File: src/rtl/du_regs_sender.sv
// Dumps the whole register file over the UART TX FIFO as one framed byte stream:
// SOT, every register LSB first, then EOT, pacing each write on the FIFO full flag.
module du_regs_sender #(
    parameter int NB_REG_DATA  = 32,
    parameter int NB_UART_DATA = 8,
    parameter int NB_REG_ADDR  = 5
) (
    input  logic                    clk,
    input  logic                    i_rst,
    input  logic                    i_start,
    input  logic [NB_REG_DATA-1:0]  i_reg_data,
    input  logic                    i_tx_full,
    output logic [NB_REG_ADDR-1:0]  o_reg_addr,
    output logic                    o_wr,
    output logic [NB_UART_DATA-1:0] o_wdata,
    output logic                    o_tx_start,
    output logic                    o_done
);

    localparam int N_BYTES = NB_REG_DATA / NB_UART_DATA;
    localparam int NB_BCNT = (N_BYTES > 1) ? $clog2(N_BYTES) : 1;

    localparam logic [NB_BCNT-1:0]      LAST_BYTE = NB_BCNT'(N_BYTES - 1);
    localparam logic [NB_REG_ADDR-1:0]  LAST_REG  = {NB_REG_ADDR{1'b1}};
    localparam logic [NB_UART_DATA-1:0] SOT_BYTE  = NB_UART_DATA'(8'h01);
    localparam logic [NB_UART_DATA-1:0] EOT_BYTE  = NB_UART_DATA'(8'h04);

    localparam logic [2:0] ST_IDLE      = 3'd0;
    localparam logic [2:0] ST_SEND_SOT  = 3'd1;
    localparam logic [2:0] ST_LOAD      = 3'd2;
    localparam logic [2:0] ST_SEND_BYTE = 3'd3;
    localparam logic [2:0] ST_SEND_EOT  = 3'd4;
    localparam logic [2:0] ST_DONE      = 3'd5;

    logic [2:0]              state_reg,   state_next;
    logic [NB_REG_ADDR-1:0]  reg_cnt_reg, reg_cnt_next;
    logic [NB_BCNT-1:0]      byte_cnt_reg, byte_cnt_next;
    logic [NB_REG_DATA-1:0]  data_sr_reg, data_sr_next;

    logic                    wr;
    logic [NB_UART_DATA-1:0] wdata;
    logic                    done;

    always_comb begin
        state_next    = state_reg;
        reg_cnt_next  = reg_cnt_reg;
        byte_cnt_next = byte_cnt_reg;
        data_sr_next  = data_sr_reg;
        wr            = 1'b0;
        wdata         = '0;
        done          = 1'b0;

        case (state_reg)
            ST_IDLE: begin
                if (i_start) begin
                    state_next    = ST_SEND_SOT;
                    reg_cnt_next  = '0;
                    byte_cnt_next = '0;
                end
            end
            ST_SEND_SOT: begin
                if (!i_tx_full) begin
                    wr         = 1'b1;
                    wdata      = SOT_BYTE;
                    state_next = ST_LOAD;
                end
            end
            ST_LOAD: begin
                data_sr_next  = i_reg_data;
                byte_cnt_next = '0;
                state_next    = ST_SEND_BYTE;
            end
            ST_SEND_BYTE: begin
                // A full FIFO freezes the shifter and counters so the byte is retried, not lost.
                if (!i_tx_full) begin
                    wr            = 1'b1;
                    wdata         = data_sr_reg[NB_UART_DATA-1:0];
                    data_sr_next  = data_sr_reg >> NB_UART_DATA;
                    byte_cnt_next = byte_cnt_reg + 1'b1;
                    if (byte_cnt_reg == LAST_BYTE) begin
                        if (reg_cnt_reg == LAST_REG) begin
                            state_next = ST_SEND_EOT;
                        end else begin
                            reg_cnt_next = reg_cnt_reg + 1'b1;
                            state_next   = ST_LOAD;
                        end
                    end
                end
            end
            ST_SEND_EOT: begin
                if (!i_tx_full) begin
                    wr         = 1'b1;
                    wdata      = EOT_BYTE;
                    state_next = ST_DONE;
                end
            end
            ST_DONE: begin
                done = 1'b1;
                if (!i_start) begin
                    state_next = ST_IDLE;
                end
            end
            default: begin
                state_next = ST_IDLE;
            end
        endcase
    end

    always_ff @(posedge clk) begin
        if (i_rst) begin
            state_reg    <= ST_IDLE;
            reg_cnt_reg  <= '0;
            byte_cnt_reg <= '0;
            data_sr_reg  <= '0;
        end else begin
            state_reg    <= state_next;
            reg_cnt_reg  <= reg_cnt_next;
            byte_cnt_reg <= byte_cnt_next;
            data_sr_reg  <= data_sr_next;
        end
    end

    // Outputs are masked by reset itself so they read zero in the very first reset cycle.
    assign o_wr       = wr & ~i_rst;
    assign o_tx_start = wr & ~i_rst;
    assign o_wdata    = i_rst ? '0 : wdata;
    assign o_done     = done & ~i_rst;
    assign o_reg_addr = i_rst ? '0 : reg_cnt_reg;

endmodule

File: config.mk
export PLATFORM = sky130hd
export DESIGN_NAME = du_regs_sender
export DESIGN_NICKNAME = d
export VERILOG_FILES = /design/src/rtl/du_regs_sender.sv
export SDC_FILE = /design/constraint.sdc
export NUM_CORES = 1
export LEC_CHECK = 0
export CORE_MARGIN = 4
export CORE_UTILIZATION = 50
export CTS_CLUSTER_DIAMETER = 30
export CTS_CLUSTER_SIZE = 8
export DETAILED_ROUTE_END_ITERATION = 16
export PLACE_DENSITY = 0.81
export RECOVER_POWER = 100
export SYNTH_ARGS = -nofsm -noshare
export SYNTH_HDL_FRONTEND = slang
export SYNTH_SLANG_ARGS = --single-unit
File: constraint.sdc
create_clock -name clk -period 4 [get_ports clk]
set_input_delay 0.4 -clock clk [delete_from_list [all_inputs] [get_ports clk]]
set_output_delay 0.4 -clock clk [all_outputs]
set_load 0.03 [all_outputs]
======== Word level (Yosys, flattened, before mapping) ========
Cells that the tools add are included.
word-level totals
  bits in registers ....................... 42
  latch bits .............................. 0
  bits in writable memories ............... 0
  bits in read-only memories .............. 0
  bits of input ports ..................... 36
  word-level logic and storage cells ...... 59
  memories ................................ 0
cells by class
  add/subtract/negate cells ............... 2
  multipliers ............................. 0
  div/mod/pow operators ................... 0
  magnitude comparators ................... 0
  equal/unequal tests ..................... 14
  shifts and indexed selects .............. 0
  multiplexer cells ....................... 27
  bitwise operators ....................... 3
  reduce and logical (&&, ||, !) cells .... 9
operators with widths
  kind                   count
  $pmux W32 S2           1
  $mux W32               1
  $mux W5                5
  $mux W3                8
  $pmux W8 S3            1
  $pmux W3 S6            1
  $mux W8                2
  $ne A2 B2 Y1 const B   7
  $pmux W5 S2            1
  $eq A3 B2 Y1 const B   2
  $eq A3 B3 Y1 const B   2
  $pmux W2 S3            1
  $reduce_and A6 Y1      1
  $add A5 B1 Y5 const B  1
  $eq A5 B5 Y1 const B   1
  $reduce_and A5 Y1      1
  $mux W1                4
  $mux W2                2
  $reduce_bool A2 Y1     2
  $eq A3 B1 Y1 const B   1
  $logic_not A3 Y1       1
  $reduce_and A3 Y1      1
  $reduce_bool A3 Y1     1
  $reduce_or A3 Y1       1
  other kinds (5)        6

======== Depth between registers and ports, before layout ========
  word-level depth ........................ 5
  gate-level depth with buffers ........... 7
  mapped depth without buffers ............ 7

======== Worst setup path after synthesis ========
OpenSTA, ideal clock, no wires.
  kind .................................... flip-flop to output port
  start ................................... register state_reg[0]
  end ..................................... output port o_wdata[0]
  arrival ................................. 2.201 ns
  data required time ...................... 3.600 ns
  path slack .............................. 1.399 ns
  cell stages (with the launch flop) ...... 5
  cell sequence ........................... dfxtp_1 buf_2 buf_2 nand2_1 a2111oi_0
between the ends
  longest elaborated chain between the ends .. 3
  elaborated cells on any way between the ends .. 5
RTL lines
  element                               line  source
  start, declared                       35    logic [2:0] state_reg, state_next;
  start signal, assigned                116   state_reg <= state_next;
  $eq A3 B3 Y1 (tied with other cells)  53    case (state_reg)
  $pmux W8 S3 *                         53
  $mux W8 *                             126   assign o_wdata = i_rst ? '0 : wdata;
  end, declared                         15    output logic [NB_UART_DATA-1:0] o_wdata,
Every way passes the cells marked *; elsewhere a longest branch is shown, timed or not.

======== Worst setup path after layout ========
  start ................................... register state_reg[0]
  end ..................................... output port o_wdata[2]
Same word-level chain as after synthesis.

==> flow_summary.json <==
{
  "run_status": "finished, final reports clean",
  "mostFrequentLayoutCells": "42 x sky130_fd_sc_hd__dfxtp_1, 36 x sky130_fd_sc_hd__nor2_1, 35 x sky130_fd_sc_hd__clkdlybuf4s50_1, 23 x sky130_fd_sc_hd__a211oi_1, 21 x sky130_fd_sc_hd__o22ai_1",
  "swShare_pct": 28.4,
  "routed_wire_length_per_instance_um": 14.3,
  "grt_pass1_vias": 1700,
  "power.share.combinational_pct": 19.4,
  "setup_viol": 0,
  "layout_commonest_cell": "sky130_fd_sc_hd__dfxtp_1",
  "worstHoldPathType": "flop to flop",
  "highest-signal-layer": "met4",
  "timing.max_slew.rel_slack_pct": 16.0,
  "worst-r2r-setup-slack_ns": 1.17,
  "cp-start-kind": "flop",
  "detail_route.vias_per_cell": 5.68,
  "hold-path-cell-count": 2,
  "multi_input_area_mm2": 0.00104,
  "timing.hold.worst_endpoint": "data_sr_reg[1]$_SDFFE_PP0P_",
  "rsz_0062_raised_after_global_routing": "false",
  "worst-path-max-fanout": 19,
  "netlist_area_mm2": 0.00203,
  "drc": 0,
  "final.min_clock_period_ns": 3.42,
  "clock-root-buffer": "sky130_fd_sc_hd__clkbuf_8",
  "yosys_warnings": 0,
  "totalWireLength_um": 4640,
  "clock_power_share_pct": 30.1,
  "netlist-cell-type-count": 44,
  "hold_start": "data_sr_reg[9]$_SDFFE_PP0P_",
  "met3_wirelength_um": 254,
  "drt_first_iter_violations": 138,
  "slew_at_the_pin_closest_to_its_max_slew_limit_ns": 1.26,
  "floorplan.io_pins": 52,
  "grt_usage_pct": 18.4,
  "timing.rr.end": "data_sr_reg[23]$_SDFFE_PP0P_",
  "clock_sink_count": 42,
  "post-route-period-util_pct": 85.6,
  "ctsLongestPathBuffers": 2,
  "async_reset_ff_share_pct": 0,
  "ff_latch_area_um2": 841,
  "power_frac_seq_pct": 50.5,
  "synth_cells": 238,
  "reg2reg_from": "state_reg[1]$_SDFFE_PP0P_",
  "setup_tns_ns": 0,
  "critPathRequiredTime_ns": 3.60,
  "synth.ff_latch_count": 42,
  "areaGrowthSynthToFinish_pct": 25.6,
  "initial_antenna_violation_count": 0,
  "route.vias.total": 1841,
  "htree_levels": 2,
  "setup.worst_path.end_class": "primary output",
  "synth_net_count": 277,
  "timing.critical_path.arrival_ns": 3.02,
  "design.die.area_mm2": 0.00515,
  "dp.final_hpwl_um": 3170,
  "design.final.nets": 314,
  "num_antenna_cells": 0,
  "cts_tree": "built",
  "floorplan.die.width_um": 71.8,
  "reg2reg_depth": 4,
  "place.gp.congestion": 0.818,
  "gr-total-overflow": 0,
  "postCtsSetupBuffers": 0,
  "worst_skew_pair.late_latency_ns": 0.30,
  "power.internal_uw": 675,
  "timing.final.hold_violations": 0,
  "crit_type": "flop to primary output",
  "switchingPower_uw": 267,
  "clk_pin_slew_worst_paths_ns": 0.08,
  "holdBufCountCts": 0,
  "postSynth.topFlopCell": "sky130_fd_sc_hd__dfxtp_1",
  "finClkSkew_ns": 0.00633,
  "fp.dieH_um": 71.8,
  "met2WireLength_um": 2110,
  "synth_enable_flop_cells": 0,
  "synth.yosys.seq_area_share_pct": 41.3,
  "grt_pass1_wl_um": 7660,
  "syn_area_per_cell_um2": 8.55,
  "route.antenna.remaining_nets": 0,
  "met1_length_um": 2210,
  "std_cell_rows": 22,
  "placeableCoreArea_mm2": 0.00380,
  "post_route_cells_drive_above_1_share_pct": 5.07,
  "drv_slew": 0,
  "drtPass1Iterations": 4,
  "power.ir.vdd_worst_mv": 0.301,
  "largest_register_ff_count": 32,
  "total_leakage_power_uw": 0.000952,
  "nFillCells": 341,
  "initial_utilization_pct": 53.6,
  "cap_viol_max_count": 0,
  "cts_made_buffers": 5,
  "cts-resized-gates": 0,
  "powerDensity_mw_per_mm2": 369,
  "buffer_ports.inserted": 51,
  "grt_start_max_net_pins": 51,
  "layout.core_utilization_pct": 67.3,
  "max_freq_mhz": 292
}
synthesized netlist by cell type, types with 2 or more instances:
cell | n | area [um2]
sky130_fd_sc_hd__clkbuf_1 | 5 | 18.8
sky130_fd_sc_hd__buf_6 | 4 | 45.0
sky130_fd_sc_hd__o31ai_1 | 2 | 15.0
sky130_fd_sc_hd__a211oi_1 | 23 | 173
sky130_fd_sc_hd__a21bo_1 | 2 | 20.0
sky130_fd_sc_hd__nor2b_1 | 11 | 68.8
sky130_fd_sc_hd__nand3_1 | 5 | 25.0
sky130_fd_sc_hd__nor3_1 | 2 | 10.0
sky130_fd_sc_hd__ha_1 | 3 | 37.5
sky130_fd_sc_hd__o22ai_1 | 21 | 131
sky130_fd_sc_hd__buf_2 | 9 | 45.0
sky130_fd_sc_hd__dfxtp_1 | 42 | 841
sky130_fd_sc_hd__nor2_1 | 36 | 135
sky130_fd_sc_hd__and2_1 | 7 | 43.8
sky130_fd_sc_hd__nand2_1 | 17 | 63.8
sky130_fd_sc_hd__buf_4 | 2 | 15.0
sky130_fd_sc_hd__o21ai_0 | 7 | 35.0
sky130_fd_sc_hd__a22oi_1 | 8 | 60.1
sky130_fd_sc_hd__a311oi_1 | 3 | 26.3
sky130_fd_sc_hd__or3_1 | 2 | 12.5
sky130_fd_sc_hd__a21oi_1 | 4 | 20.0
area by class of cell:
type                       instances  share of cell area, %
tap                               48                   2.35
clock buffer                       7                   3.38
inverter                           2                  0.392
multi-input combinational        172                   40.8
timing repair buffer              52                   19.9
clock inverter                     1                  0.196
sequential                        42                   32.9
critical path, cell delays in order, from the launching register on:
cell and delay [ns]:
sky130_fd_sc_hd__dfxtp_1 0.71, sky130_fd_sc_hd__clkbuf_1 0.62, sky130_fd_sc_hd__nand2_1 0.19, sky130_fd_sc_hd__a211oi_2 0.26, sky130_fd_sc_hd__a21boi_2 0.18, sky130_fd_sc_hd__dlygate4sd3_1 0.75
cells by family after synthesis:
group / synth area share [%]
fa+ha+maj: 1.85
simple gates: 22.0
compound gates: 27.8
buf+inv: 7.01
flops: 41.3
worst max-delay path by stage:
stage | start | endpoint | slack (ns) | depth (start not counted)
after global routing | state_reg[0]$_SDFFE_PP0P_ | o_wdata[2] | 0.37 | 5
final | state_reg[0]$_SDFFE_PP0P_ | o_wdata[2] | 0.58 | 5
after floorplan | state_reg[0]$_SDFFE_PP0P_ | o_wdata[0] | 1.40 | 4
after global placement | i_tx_full | o_wdata[7] | 1.24 | 4
after CTS | state_reg[0]$_SDFFE_PP0P_ | o_wdata[7] | 0.91 | 4
after detailed placement | i_tx_full | o_wdata[7] | 1.23 | 4
routing by layer:
| layer | vias to the layer above | GRT usage (%) |
|---|---|---|
| met5 | - | 0 |
| met2 | 51 | 29.1 |
| met1 | 840 | 24.5 |
| met4 | 0 | 7.10 |
| li1 | 942 | - |
| met3 | 8 | 3.93 |
per-stage QoR:
step                      cell area [um2]  hold slack (ns)  worst slack [ns]  instances  power [uW]
after floorplan                      2030            0.442              1.40        238         617
after global placement               2470            0.460              1.24        316         668
after detailed placement             2470            0.480              1.23        316         671
after CTS                            2570            0.491             0.911        324         950
after global routing                 2550            0.515             0.374        324         991
final                                2550            0.491             0.576        324         942
power by group through the flow:
stage | registers [uW] | logic [uW] | clock network (uW)
floorplan | 468 | 148 | 0
global placement | 484 | 185 | 0
detailed placement | 485 | 187 | 0
CTS | 475 | 187 | 287
global route | 480 | 206 | 305
finish | 476 | 183 | 283
Note: power is estimated with default switching activity, not from simulation.
